**config.mk**
```make
export PLATFORM = sky130hd
export DESIGN_NAME = btn_debouncer_sync
export DESIGN_NICKNAME = d
export VERILOG_FILES = /design/src/rtl/btn_debouncer_sync.sv
export SDC_FILE = /design/constraint.sdc
export NUM_CORES = 1
export LEC_CHECK = 0
export ABC_CLOCK_PERIOD_IN_PS = 2000
export BUFFER_PORTS_ARGS = -buffer_cell sky130_fd_sc_hd__buf_4
export CORE_AREA = 2 2 52 79
export CTS_BUF_LIST = sky130_fd_sc_hd__clkbuf_8
export CTS_CLUSTER_SIZE = 16
export DETAILED_ROUTE_END_ITERATION = 8
export DIE_AREA = 0 0 54 81
export SLEW_MARGIN = 20
export SYNTH_ARGS = -nofsm -noshare
export SYNTH_HDL_FRONTEND = slang
export SYNTH_SLANG_ARGS = --single-unit
```
**constraint.sdc**
```tcl
create_clock -name CLK -period 2 [get_ports CLK]
set_clock_uncertainty 0.05 [all_clocks]
set_input_delay 0.3 -clock CLK [delete_from_list [all_inputs] [get_ports CLK]]
set_output_delay 0.3 -clock CLK [all_outputs]
set_load 0.01 [all_outputs]
```
**src/rtl/btn_debouncer_sync.sv**
```systemverilog
// btn_debouncer_sync
// Two-flop synchroniser followed by a stable-time counter. The clean level
// changes only after the synchronised input has disagreed with it on
// DEBOUNCE_CYCLES consecutive clock edges. Any single cycle of agreement
// restarts the count. One-cycle strobes mark each change of the clean level.
module btn_debouncer_sync #(
  parameter int CLK_FREQ_HZ     = 100_000_000,
  parameter int DEBOUNCE_US     = 100,
  parameter int DEBOUNCE_CYCLES = CLK_FREQ_HZ / 1_000_000 * DEBOUNCE_US
) (
  input  logic CLK,
  input  logic RSTN,
  input  logic BTN,
  output logic BTN_DBOUN,
  output logic BTN_RISE,
  output logic BTN_FALL
);

  // The counter only has to reach N-1. Its width is clog2(N+1), so N=1
  // still gets a 1-bit counter.
  localparam int CNT_W = (DEBOUNCE_CYCLES < 1) ? 1 : $clog2(DEBOUNCE_CYCLES + 1);
  localparam logic [CNT_W-1:0] CNT_LAST = CNT_W'(DEBOUNCE_CYCLES - 1);

  logic [1:0]       sync_reg;
  logic             btn_sync;
  logic [CNT_W-1:0] cnt_reg;
  logic [CNT_W-1:0] cnt_next;
  logic             dbo_reg;
  logic             dbo_next;
  logic             rise_reg;
  logic             rise_next;
  logic             fall_reg;
  logic             fall_next;

  // Only the second synchroniser stage feeds the debounce logic.
  assign btn_sync = sync_reg[1];

  // Bring the asynchronous pad level into the CLK domain.
  always_ff @(posedge CLK or negedge RSTN) begin
    if (!RSTN) begin
      sync_reg <= '0;
    end else begin
      sync_reg <= {sync_reg[0], BTN};
    end
  end

  // Count consecutive disagreements and commit the new level on the Nth one.
  always_comb begin
    cnt_next  = '0;
    dbo_next  = dbo_reg;
    rise_next = 1'b0;
    fall_next = 1'b0;
    if (btn_sync != dbo_reg) begin
      if (cnt_reg >= CNT_LAST) begin
        // The counter clears together with the level change. This keeps
        // level changes at least N cycles apart.
        dbo_next  = btn_sync;
        rise_next = btn_sync;
        fall_next = ~btn_sync;
      end else begin
        cnt_next = cnt_reg + CNT_W'(1);
      end
    end
  end

  // Hold the counter, the clean level and the strobes. The strobes are
  // registered with the level, so they line up with the first cycle of the
  // new value.
  always_ff @(posedge CLK or negedge RSTN) begin
    if (!RSTN) begin
      cnt_reg  <= '0;
      dbo_reg  <= 1'b0;
      rise_reg <= 1'b0;
      fall_reg <= 1'b0;
    end else begin
      cnt_reg  <= cnt_next;
      dbo_reg  <= dbo_next;
      rise_reg <= rise_next;
      fall_reg <= fall_next;
    end
  end

  assign BTN_DBOUN = dbo_reg;
  assign BTN_RISE  = rise_reg;
  assign BTN_FALL  = fall_reg;

endmodule

```
==> run_results.csv <==
group,metric,value,unit
outcome,status,"completed",
pwr,p_seq_frac,0.568,
logic_synthesis,yosysMostFrequentCell,"dfrtp_1",
worst_setup_path,cp_max_fo,12,
logic_synthesis,yosys_warnings,0,
timing,worst_slack,0.220,ns
timing,finalSetupViolations,0,
worst_setup_path,cp.required,2.08,ns
logic_synthesis,synth_top_area_frac,0.534,
logic_synthesis,dominantRegCellSynth,"dfrtp_1",
drt,drt-initial-drc-count,9,
pwr,p_per_area,678,nW/µm²
pwr,p_sw,160,µW
pwr,irDropWorstVdd,0.000277,V
floorplan,std_cell_rows,28,
drt,wl,1660,µm
floorplan,die_width,54,µm
drt,drc,0,
clocking,clk_pin_slew,0.08,ns
layout,diodes,0,
clocking,clock_sinks,19,
hold_path,hp-class,"primary input to register",
worst_setup_path,cp-start-kind,"register",
pwr,p_sw_frac,0.228,
pwr,p_leak,0.000406,µW
global_route,grtUsageTotal,0.0890,
placed_design,post_dp_cell_area,976,µm²
global_route,grt_pass1_vias,626,
global_route,grt_pass1_wl,2770,µm
floorplan,dieHeight,81,µm
layout,nets,94,
clocking,root_buffer,"clkbuf_8",
floorplan,die-area,4370,µm²
layout,area_delta_synth_final,16.0,%
timing,drv_slew,0,
timing,max_freq,562,MHz
timing,tns,0,ns
logic_synthesis,ys_types,23,
logic_synthesis,ys_seq_area_frac,0.534,
worst_setup_path,reg2reg_slack,0.22,ns
clocking,cts_tree,"done",
logic_synthesis,synth_area_leaders,"dfrtp_1 53%, xnor2_1 11%, nor2_1 5.9%",
clocking,postCtsSetupBuffers,0,
logic_synthesis,synth_edf_count,0,
worst_setup_path,r2r-start,"cnt_reg[0]",
floorplan,ios,6,
logic_synthesis,syn_inst,80,
run,drv_cap,0,
drt,routed-via-count,605,
clocking,clockBufferDepth,2,
drt,drtAntennaViolNets,0,
pwr,p_int,540,µW
drt,firstDrtPassIters,4,
worst_setup_path,crit_path_end,"cnt_reg[13]",
clocking,htree_levels,1,
floorplan,core-area,3780,µm²
clocking,cts_buffers,3,
logic_synthesis,syn_nets,84,
logic_synthesis,synthesis.area,890,µm²
drt,wl_per_cell,12.4,µm
timing,post-route-period-util,0.890,
timing,tightest_slew,0.441,ns
clocking,clock_latency,0.26,ns
pwr,power_frac_clock,0.390,
placed_design,gp_congestion,0.790,
floorplan,start_util,0.235,
worst_setup_path,path_class,"register to register",
drt,via_per_inst,4.51,
worst_setup_path,cp-startpoint,"cnt_reg[0]",
logic_synthesis,async_reset_ff_frac,1.00,
timing,slew_headroom,0.705,
global_route,gr-total-overflow,0,
placed_design,pre_cts_slack,0.228,ns
layout,largest_reg_flops,14,
logic_synthesis,yosysTopAreaCell,"dfrtp_1",
timing,period_needed,1.78,ns
placed_design,post-dp-hpwl,1220,µm
logic_synthesis,synth_commonest_cells,"19 x dfrtp_1, 14 x nor2_1, 11 x xnor2_1",
logic_synthesis,syn_area_per_cell,11.1,µm²
global_route,antenna_found_initial,0,
timing,rsz0062_at_grt,"false",
worst_setup_path,endpoint_kind,"register",
layout,drive_above_1_share,0.202,
worst_setup_path,reg2reg_depth,5,
layout,final_core_util,0.273,
logic_synthesis,yosys_register_bits,19,
placed_design,port_buffers,5,
global_route,grt_max_degree,20,
pwr,pwr-share-comb,0.041,
layout,stdcell_area,1030,µm²
worst_setup_path,worstPathArrival,1.86,ns
timing,hold_viol_final,0,
worst_setup_path,r2r_end,"cnt_reg[13]",
==> critical path, cell delays in order, from the launching register on <==
cell and delay [ns]:
dfrtp_1 0.40, ha_1 0.23, nand3_1 0.17, a211o_2 0.35, nand2_1 0.34, nor2_1 0.11
==> cells in the final DEF, fill, tap and decap left out, types with 3 or more instances in the layout <==
| cell type | count |
|---|---|
| nand3_1 | 3 |
| clkbuf_8 | 3 |
| xnor2_1 | 11 |
| nor4_1 | 3 |
| nor2_1 | 14 |
| inv_1 | 3 |
| nor3_1 | 3 |
| buf_4 | 5 |
| nand2_1 | 4 |
| dfrtp_1 | 19 |
==> layer usage <==
layer,wire length (µm),track usage,part of all wire
met5,0,0,0
met4,55,0.0525,0.033
met3,18,0.0165,0.011
met2,885,0.161,0.53
met1,705,0.0905,0.42
==> worst min path at each step <==
stage	from	endpoint	cells after the start
2_1_floorplan	RSTN	BTN_DBOUN	0
3_3_place_gp	RSTN	sync_reg[1]	1
3_5_place_dp	RSTN	sync_reg[1]	1
4_1_cts	BTN	sync_reg[0]	1
5_1_grt	BTN	sync_reg[0]	1
6_report	BTN	sync_reg[0]	1
==> cell type report <==
| class | instances | area [µm²] |
|---|---|---|
| clock buffer | 3 | 41.3 |
| timing repair buffer | 6 | 47.5 |
| multi-input combinational | 57 | 395 |
| fill | 385 | 2750 |
| tap | 45 | 56.3 |
| clock inverter | 1 | 5.00 |
| inverter | 3 | 11.3 |
| sequential | 19 | 475 |
==> power by group through the flow <==
| stage | Clock [µW] | Sequential (µW) | Combinational (µW) |
|---|---|---|---|
| final | 273 | 398 | 28.8 |
| after global routing | 295 | 399 | 33.3 |
| after CTS | 276 | 398 | 30.0 |
| after detailed placement | 0 | 405 | 28.3 |
| after global placement | 0 | 405 | 26.9 |
| after floorplan | 0 | 404 | 14.4 |
==> logic make-up (layout without fill, tap and decap cells) <==
family                   count (synthesis)  after routing  synth area share
adder cells (fa/ha/maj)                  1              1            0.0141
multiplexers                             1              1            0.0169
AO/OA/AOI/OAI                            5              5            0.0591
XOR/XNOR                                12             12             0.118
AND/OR/NAND/NOR                         38             38             0.236
flip-flops                              19             19             0.534
buffers and inverters                    4             13            0.0211
==> timing repair <==
action | 4_1_cts | 5_1_grt
gates resized for setup | 0 | 0
hold buffers | 1 | 0
endpoints found under the hold margin | 19 | 0
==> through the flow <==
stage	hold slack (ns)	total power, µW	instances
6_report	0.0900	700	134
2_1_floorplan	-0.0456	418	80
3_5_place_dp	0.138	434	129
4_1_cts	0.0911	704	134
3_3_place_gp	0.135	432	129
5_1_grt	0.0867	726	134
(Power assumes the default switching activity.)
